<file path="config.mk">
export PLATFORM = sky130hd
export DESIGN_NAME = lc3_display_tx_flat
export DESIGN_NICKNAME = d
export VERILOG_FILES = /design/src/rtl/lc3_display_tx_if.sv /design/src/rtl/lc3_display_tx.sv /design/src/flat_wrapper.sv
export SDC_FILE = /design/constraint.sdc
export NUM_CORES = 1
export LEC_CHECK = 0
export CORE_ASPECT_RATIO = 0.6
export CORE_MARGIN = 1
export CORE_UTILIZATION = 55
export DETAILED_ROUTE_END_ITERATION = 10
export PLACE_DENSITY = 0.74
export SETUP_SLACK_MARGIN = 0.4
export SYNTH_ARGS = -nofsm -noshare
export SYNTH_HDL_FRONTEND = slang
export SYNTH_SLANG_ARGS = --single-unit
</file>
<file path="constraint.sdc">
create_clock -name clk -period 2.65 [get_ports clk]
set_input_delay 0.795 -clock clk [delete_from_list [all_inputs] [get_ports clk]]
set_output_delay 0.795 -clock clk [all_outputs]
set_load 0.02 [all_outputs]
</file>
<file path="src/rtl/lc3_display_tx_if.sv">
// lc3_display_tx_if: display-path bus between the LC-3 memory/I-O unit and the UART display transmitter
interface lc3_display_tx_if #(
    parameter int FIFO_AW = 2
);
    logic [15:0]      DDR;
    logic             WR_DDR;
    logic             CLR_OVF;
    logic             DSR_ready;
    logic             TXD;
    logic             tx_busy;
    logic [FIFO_AW:0] fifo_count;
    logic             overflow;
    modport master (
        output DDR, WR_DDR, CLR_OVF,
        input  DSR_ready, TXD, tx_busy, fifo_count, overflow
    );
    modport slave (
        input  DDR, WR_DDR, CLR_OVF,
        output DSR_ready, TXD, tx_busy, fifo_count, overflow
    );
endinterface

</file>
<file path="src/rtl/lc3_display_tx.sv">
// lc3_display_tx: buffers LC-3 display characters in a small FIFO and sends them as 8N1 UART on TXD
module lc3_display_tx #(
    parameter int CLK_DIV = 16,
    parameter int FIFO_AW = 2
) (
    input logic             clk,
    input logic             reset,
    lc3_display_tx_if.slave bus
);
    localparam logic [FIFO_AW:0] DEPTH    = {1'b1, {FIFO_AW{1'b0}}};
    localparam logic [15:0]      DIV_LAST = 16'(CLK_DIV - 1);
    typedef enum logic [1:0] {IDLE, START, DATA, STOP} state_t;
    state_t             state, state_nxt;
    logic [7:0]         mem [2**FIFO_AW];
    logic [FIFO_AW-1:0] wr_ptr, rd_ptr;
    logic [FIFO_AW:0]   count;
    logic [15:0]        div, div_nxt;
    logic [2:0]         bit_idx, bit_nxt;
    logic [7:0]         shift, shift_nxt;
    logic               txd, push, pop, bit_end, ovf, ddr_unused;

    assign push       = bus.WR_DDR && count != DEPTH;
    assign pop        = state == IDLE && count != '0;
    assign bit_end    = div == DIV_LAST;
    assign ddr_unused = ^bus.DDR[15:8];

    // FIFO storage: only accepted pushes write; reads are gated by count so no reset is needed
    always_ff @(posedge clk) begin
        if (reset && push)
            mem[wr_ptr] <= bus.DDR[7:0];
    end

    // FIFO pointers, occupancy and sticky overflow (a dropped write beats a same-cycle clear)
    always_ff @(posedge clk) begin
        if (!reset) begin
            wr_ptr <= '0;
            rd_ptr <= '0;
            count  <= '0;
            ovf    <= 1'b0;
        end else begin
            wr_ptr <= push ? wr_ptr + 1'b1 : wr_ptr;
            rd_ptr <= pop ? rd_ptr + 1'b1 : rd_ptr;
            count  <= count + {{FIFO_AW{1'b0}}, push} - {{FIFO_AW{1'b0}}, pop};
            ovf    <= (bus.WR_DDR && !push) || (ovf && !bus.CLR_OVF);
        end
    end

    // Frame sequencer: the divider paces each bit and the state advances on its terminal count
    always_comb begin
        state_nxt = state;
        div_nxt   = '0;
        bit_nxt   = bit_idx;
        shift_nxt = shift;
        if (state == IDLE) begin
            state_nxt = pop ? START : IDLE;
            shift_nxt = pop ? mem[rd_ptr] : shift;
        end else begin
            div_nxt = bit_end ? '0 : div + 16'd1;
            if (bit_end) begin
                case (state)
                    START: begin
                        state_nxt = DATA;
                        bit_nxt   = '0;
                    end
                    DATA: begin
                        state_nxt = bit_idx == 3'd7 ? STOP : DATA;
                        bit_nxt   = bit_idx + 3'd1;
                        shift_nxt = shift >> 1;
                    end
                    default: state_nxt = IDLE;
                endcase
            end
        end
    end

    // Sequencer registers; TXD follows the state being entered so the line level is registered
    always_ff @(posedge clk) begin
        if (!reset) begin
            state   <= IDLE;
            div     <= '0;
            bit_idx <= '0;
            shift   <= '0;
            txd     <= 1'b1;
        end else begin
            state   <= state_nxt;
            div     <= div_nxt;
            bit_idx <= bit_nxt;
            shift   <= shift_nxt;
            txd     <= state_nxt == START ? 1'b0 : state_nxt == DATA ? shift_nxt[0] : 1'b1;
        end
    end

    assign bus.TXD        = txd;
    assign bus.tx_busy    = state != IDLE;
    assign bus.fifo_count = count;
    assign bus.DSR_ready  = count != DEPTH;
    assign bus.overflow   = ovf;
endmodule

</file>
<file path="src/flat_wrapper.sv">
// flat-port wrapper written by rule: the top's interface ports become plain ports
module lc3_display_tx_flat 
#(
    parameter int CLK_DIV = 16,
    parameter int FIFO_AW = 2
)
  (clk, reset, bus_DDR, bus_WR_DDR, bus_CLR_OVF, bus_DSR_ready, bus_TXD, bus_tx_busy, bus_fifo_count, bus_overflow);
  lc3_display_tx_if #(.FIFO_AW(FIFO_AW)) bus_i ();
  input logic clk;
  input logic reset;
  input wire logic [$bits(bus_i.DDR)-1:0] bus_DDR;
  input wire logic [$bits(bus_i.WR_DDR)-1:0] bus_WR_DDR;
  input wire logic [$bits(bus_i.CLR_OVF)-1:0] bus_CLR_OVF;
  output wire logic [$bits(bus_i.DSR_ready)-1:0] bus_DSR_ready;
  output wire logic [$bits(bus_i.TXD)-1:0] bus_TXD;
  output wire logic [$bits(bus_i.tx_busy)-1:0] bus_tx_busy;
  output wire logic [$bits(bus_i.fifo_count)-1:0] bus_fifo_count;
  output wire logic [$bits(bus_i.overflow)-1:0] bus_overflow;
  assign bus_i.DDR = bus_DDR;
  assign bus_i.WR_DDR = bus_WR_DDR;
  assign bus_i.CLR_OVF = bus_CLR_OVF;
  assign bus_DSR_ready = bus_i.DSR_ready;
  assign bus_TXD = bus_i.TXD;
  assign bus_tx_busy = bus_i.tx_busy;
  assign bus_fifo_count = bus_i.fifo_count;
  assign bus_overflow = bus_i.overflow;
  lc3_display_tx #(.CLK_DIV(CLK_DIV), .FIFO_AW(FIFO_AW)) u_core (.clk(clk), .reset(reset), .bus(bus_i));
endmodule
</file>
==> summary.txt <==
Setup path
  – R2R setup slack: 0.53 ns
  – FF-to-FF path depth: 11
  – Largest stage delay, worst path: 0.64 ns
  – Crit. End Element: primary output
  – Crit start category: flop
  – CP Buf/Inv Count: 1
  – Critical path's slowest cell: clkdlybuf4s50_1
  – Critical Path, Cell by Cell: clkdlybuf4s50_1
  – Worst-path fanout max: 6
  – CP required: 1.86 ns
  – Reg-to-reg startpoint: u_core.state[0]$_SDFF_PN0_
  – R2R Path End: u_core.bus.fifo_count[2]$_SDFF_PN0_
  – CP Data Arrival Time: 1.40 ns
  – Critical path type: reg -> out
  – Crit-path leading delay family: buffers and inverters

Hold path
  – Worst Hold Depth: 1
  – Hold Path End: u_core.div[0]$_SDFF_PP0_
  – Hold_sp: u_core.div[0]$_SDFF_PP0_
  – Hold WC Path Type: reg -> reg

Clock network
  – Root buffer cell: clkbuf_8
  – Sink Count: 72
  – H-tree depth: 3
  – CTS Buffer Depth: 2
  – Total CTS buffers: 9
  – CTS tree: yes
  – Hold buffer count at cts: 0
  – Clk slew on worst S/H paths: 0.06 ns
  – Clock Latency Late Sink: 0.34 ns

Cells and area
  – Area grow syn2layout: 16.4%
  – Area occupied by multi-input gates: 0.00135 mm^2
  – Antenna Cells: 0
  – Most frequent cells in the layout: 36 x dfxtp_1, 32 x edfxtp_1, 23 x nor2_1
  – Share of cells above drive strength 1: 0.186
  – Nets: 328
  – Commonest non-fill, non-tap cell in the layout: dfxtp_1
  – FILL cells: 439
  – FF/Latch Area: 0.00177 mm^2
  – Final Instance Area: 0.00371 mm^2

Global route
  – Global route total overflow: 0
  – Initial antenna violation count: 0
  – Largest net degree at the start of global routing: 15
  – First-pass GRT wire length: 8950 um
  – Vias in the first global route: 1836
  – Total GRT Usage: 0.204

Route
  – DRC Markers: 0
  – Detailed-route via count: 2066
  – ANT nets after route: 0
  – DRT iter0 DRCs: 140
  – Routed WL: 5610 um
  – DR WL/cell: 14.7 um
  – DR vias/cell: 5.42
  – 1st-pass router iterations: 4

Timing
  – Slew of the pin with the lowest slew margin: 0.539 ns
  – Min Tclk post-route: 2.19 ns
  – Setup TNS: 0 ns
  – Skew final: 0.00680 ns
  – RSZ-0062 raised after global routing: false
  – Setup WS post-layout: 0.456 ns
  – Final period util: 0.828
  – Fin. Hold Viols: 0
  – Fmax: 456 MHz
  – # setup viols final: 0
  – Pins Over Slew Limit: 0
  – Relative slew slack: 0.640

Synthesis
  – Seq/Total Area, Yosys: 0.552
  – Main combinational cell family by area after synthesis: simple AND/OR/NAND/NOR gates
  – Async S/R FF share, synth: 0
  – Distinct cells, synth: 38
  – Synth Area in Adders: 0.0494
  – Post-synthesis cell type with the largest combined area: edfxtp_1
  – Most frequently used flop master after synthesis: dfxtp_1
  – Synth top area share: 0.301
  – Synth warnings: 0
  – Post-Synthesis Cells: 268
  – Post-Syn Nets: 300
  – Synth Area in XOR/XNOR: 0.0494
  – Post-Synth Simple-Gate Area: 0.173
  – Seq cells post-synth: 72
  – Compound-Gate Fraction of Synth Area: 0.0671
  – Post-synth EDFFs: 32
  – Multiplexer share of the synthesized area: 0.0730
  – Post-Syn Area per Cell: 11.9 um^2
  – Top cells by area, synth: edfxtp_1 30%, dfxtp_1 25%, mux4_2 5.6%
  – Post-synthesis cell area: 0.00319 mm^2

Power and ir drop
  – Sequential fraction of design power: 0.454
  – Pleak: 1.36 nW
  – Clock share of power: 0.239
  – Internal Power: 0.00221 W
  – Sw Share: 0.306
  – Sw Pwr: 0.000977 W
  – Total power: 0.00319 W
  – Peak supply drop: 0.467 mV
  – Power share of the combinational group: 0.307
  – Power Density: 859 mW/mm^2

Floorplanning
  – Die Wd: 100 um
  – Height of the die: 61.0 um
  – Die Area: 0.00612 mm^2
  – FP Rows: 21
  – I/O Pins: 27
  – Initial Util: 0.573
  – Core Area: 0.00557 mm^2

Placement
  – Placed instance area: 0.00352 mm^2
  – Port Buffers: 18
  – Pre-CTS WS: 0.178 ns
  – RePlAce Congestion: 0.788
  – Dpl hpwl: 4150 um

Status
  – Status: complete, no violations

Job
  – Max Cap Viol: 0
power groups by stage:
stage	logic, W	clock network (W)	registers (W)
3_5_place_dp	0.000960	0	0.00147
4_1_cts	0.000988	0.000788	0.00145
2_1_floorplan	0.000704	0	0.00144
5_1_grt	0.00108	0.000836	0.00147
3_3_place_gp	0.000921	0	0.00147
6_report	0.000978	0.000763	0.00145
worst max-delay path by stage:
stage | from | end | slack (ns) | cells after the start
2_1_floorplan | u_core.bus.fifo_count[2]$_SDFF_PN0_ | u_core.bus.fifo_count[2]$_SDFF_PN0_ | 0.36 | 10
4_1_cts | u_core.state[1]$_SDFF_PN0_ | bus_tx_busy | 0.29 | 4
5_1_grt | u_core.bus.fifo_count[1]$_SDFF_PN0_ | bus_fifo_count[1] | 0.40 | 1
3_5_place_dp | bus_WR_DDR | u_core.bus.fifo_count[1]$_SDFF_PN0_ | 0.18 | 5
3_3_place_gp | bus_WR_DDR | u_core.bus.fifo_count[1]$_SDFF_PN0_ | 0.22 | 5
6_report | u_core.bus.fifo_count[1]$_SDFF_PN0_ | bus_fifo_count[1] | 0.46 | 1
timing repair:
item,4_1_cts,5_1_grt
endpoints found under the setup margin,3,2
gates resized for setup,3,4
setup buffers,2,0
per-stage QoR:
step	utilization	hold slack, ns	instances
floorplan	-	0.426	268
global placement	0.632	0.447	363
detailed placement	0.632	0.458	363
CTS	0.666	0.473	381
global route	0.666	0.495	381
finish	0.666	0.469	381
layer usage:
layer  vias up  global-route usage  wire (um)
li1       1038                   -          -
met3         5              0.0691        358
met1       975               0.299       2910
met2        48               0.281       2300
met5         -                   0          0
met4         0              0.0745         43
cell families (layout without fill, tap and decap cells):
kind of cell | count (synthesis) | in the layout
AOI/OAI and AO/OA | 31 | 31
xor gates and xnor gates | 18 | 18
adders and majority gates | 12 | 12
buffers and inverters | 26 | 59
DFF | 72 | 72
muxes | 13 | 13
and+or+nand+nor | 96 | 96
cell usage after synthesis (all sizes together) (9+ instances only):
| cell type | instances |
|---|---|
| and2 | 9 |
| xor2 | 12 |
| ha | 11 |
| nor2 | 23 |
| edfxtp | 32 |
| nand2 | 15 |
| and3 | 13 |
| dfxtp | 40 |
| nand4 | 10 |
| inv | 12 |
| a21oi | 14 |
final cells by class:
class	instances	area share
Clock buffer	12	0.0421
Clock inverter	4	0.00539
Inverter	13	0.0135
Multi-Input combinational cell	170	0.364
Sequential cell	72	0.477
Tap cell	80	0.0270
Timing Repair Buffer	30	0.0711
sequential cells by signal (all words and copies together) (netlist names), 2 cells and up, named ones only:
| register | count |
|---|---|
| u_core.bit_idx | 3 |
| u_core.bus.fifo_count | 3 |
| u_core.div | 16 |
| u_core.mem | 32 |
| u_core.rd_ptr | 2 |
| u_core.shift | 8 |
| u_core.state | 2 |
| u_core.wr_ptr | 2 |
No activity file was read; power rests on OpenSTA's default activity.
==> RTL change (same flow settings) <==
Re-encode `state_t` (4 states) as one-hot, 4 bits wide.
--- a/src/rtl/lc3_display_tx.sv
+++ b/src/rtl/lc3_display_tx.sv
@@ -10,5 +10,5 @@
     localparam logic [FIFO_AW:0] DEPTH    = {1'b1, {FIFO_AW{1'b0}}};
     localparam logic [15:0]      DIV_LAST = 16'(CLK_DIV - 1);
-    typedef enum logic [1:0] {IDLE, START, DATA, STOP} state_t;
+    typedef enum logic [3:0] {IDLE = 4'b0001, START = 4'b0010, DATA = 4'b0100, STOP = 4'b1000} state_t;
     state_t             state, state_nxt;
     logic [7:0]         mem [2**FIFO_AW];
Formal check against the unedited RTL: same outputs for any inputs over 10 cycles, from zero or initial values and one cycle with reset low; not proved beyond that.
==> RTL change against the unedited design <==
Total power increased by 6.2%. Area after synthesis decreased by 2.6%. Combinational power is 7% higher. Sequential cell count rose by 2. Clock skew is 0.00069 ns lower. Cell area down 2.2%. Synthesized cell count up 1.1%. Critical path depth is 9 higher. Setup slack lost 0.076 ns. Die area decreased by 2.6%. Critical path type is now reg -> reg. Sequential share of layout area increased by 2.1 points. Wire length is 1.4% lower. Count of clock-buffer cells in the layout down 3.
==> RTL change: results (changes against the unedited design) <==
Global routing
  – Global-route wire length before repair: 9446 um (+5.6%)
  – Total track usage: 21.88% (+1.5 points)
  – Met1 Resource Use GR: 30.15% (+0.27 points)
  – Vias in the first global route: 1964 (+7.0%)
  – Maximum number of pins on one net before global-route repair: 19 (+4)
  – Met3 track utilization from global routing: 6.667% (-0.25 points)

Placement
  – DP Wirelength: 3917 um (-5.5%)

Route
  – DRC violation total after the first TritonRoute iteration: 90 (-36%)
  – Vias per inst: 5.588 (+3.1%)
  – Metal3 WL: 285 um (-20%)
  – Average routed wire per standard cell: 14.99 um (+1.8%)
  – Met2 wire length: 2345 um (+1.8%)
  – Length of the first detailed-routing pass in iterations: 5 (+1)
  – M1 WL: 2855 um (-1.8%)

Critical path
  – Largest fanout on the critical path: 3 (-3)
  – Critical path's top delay family: simple AND/OR/NAND/NOR gates
  – Worst Setup SP: u_core.state[2]
  – Worst stage delay on the critical path: 0.55 ns (-0.09 ns)

Yosys
  – Fraction of the yosys area taken by sequential cells: 58.02% (+2.8 points)
  – Most area-consuming cells after synthesis: sky130_fd_sc_hd__edfxtp_1 (31%), sky130_fd_sc_hd__dfxtp_1 (27%), sky130_fd_sc_hd__mux4_2 (5.8%)
  – Count of distinct cell types in the synthesized netlist: 43 (+13%)
  – Number of nets in the synthesized netlist: 301 (+0.33%)
  – Post-synth top cells: sky130_fd_sc_hd__dfxtp_1 (42), sky130_fd_sc_hd__edfxtp_1 (32), sky130_fd_sc_hd__nor2_1 (30), sky130_fd_sc_hd__nand2_1 (19), sky130_fd_sc_hd__a21oi_1 (16)

CTS
  – Clock slew at reported path FFs: 0.08 ns (+0.02 ns)
  – Number of buffers added by the clock tree synthesis step: 9 (unchanged)

Layout
  – Proportion of layout cells with a drive suffix above 1: 15.84% (-2.8 points)

Status
  – Run status: finished, final reports clean

STA
  – Actual slew at the worst max-slew pin: 0.5309 ns (-0.008100 ns)
  – Fin Clk Skew: 0.006114 ns (-0.0006851 ns)

Power and ir drop
  – LEAKAGE: 1.263 nW (-7.1%)
## RTL change: final timing paths
path                            slack [ns]  cells after the start                        to
worst max-delay path                  0.38                     10  u_core.bus.fifo_count[2]
worst min-delay path                  0.46                      2           u_core.shift[2]
worst max register to register        0.38                     10  u_core.bus.fifo_count[2]
worst min register to register        0.46                      2           u_core.shift[2]
## RTL change: where the power goes
part	switching, mW	leakage (nW)	internal [mW]
logic	0.533	0.534	0.512
clock network	0.426	0.0962	0.440
registers	0.124	0.633	1.35
total	1.08	1.26	2.30
## RTL change: worst reg2reg max path, delay by kind of cell, from the launching register on
family        cells  cell delay [ns]
xor+xnor          2             0.29
fa+ha+maj         3             0.60
simple gates      3             0.87
flops             1             0.31
buf+inv           2             0.10
## RTL change: cells by family after synthesis
family / share of synthesized area [%]
mux: 6.124
fa+ha+maj: 4.271
xor+xnor: 5.077
compound gates: 7.978
simple gates: 14.71
buf+inv: 3.827
flops: 58.02
## RTL change: metrics by stage
step	instance area [um2]	instances	total power, mW	utilization, %
after floorplan	3154	271	2.246	-
after global placement	3406	350	2.481	64.81
after CTS	3632	369	3.433	69.12
after detailed placement	3406	350	2.522	64.81
after global routing	3630	369	3.607	69.07
final	3630	369	3.386	69.07
## RTL change: final cells by class
type / count / area (um2)
Clock buffer: 9 / 123.9
Clock inverter: 7 / 76.32
Fill cell: 406 / 1625
Inverter: 15 / 61.31
Multi-Input combinational cell: 169 / 1221
Sequential cell: 74 / 1805
Tap cell: 66 / 82.58
Timing Repair Buffer: 29 / 259.0
## RTL change: timing repair
item / CTS / global route
pin swaps: 4 / 2
buffers inserted: 3 / 0
hold buffers: 0 / 0
gates resized for setup: 6 / 3
endpoints found under the setup margin: 4 / 12
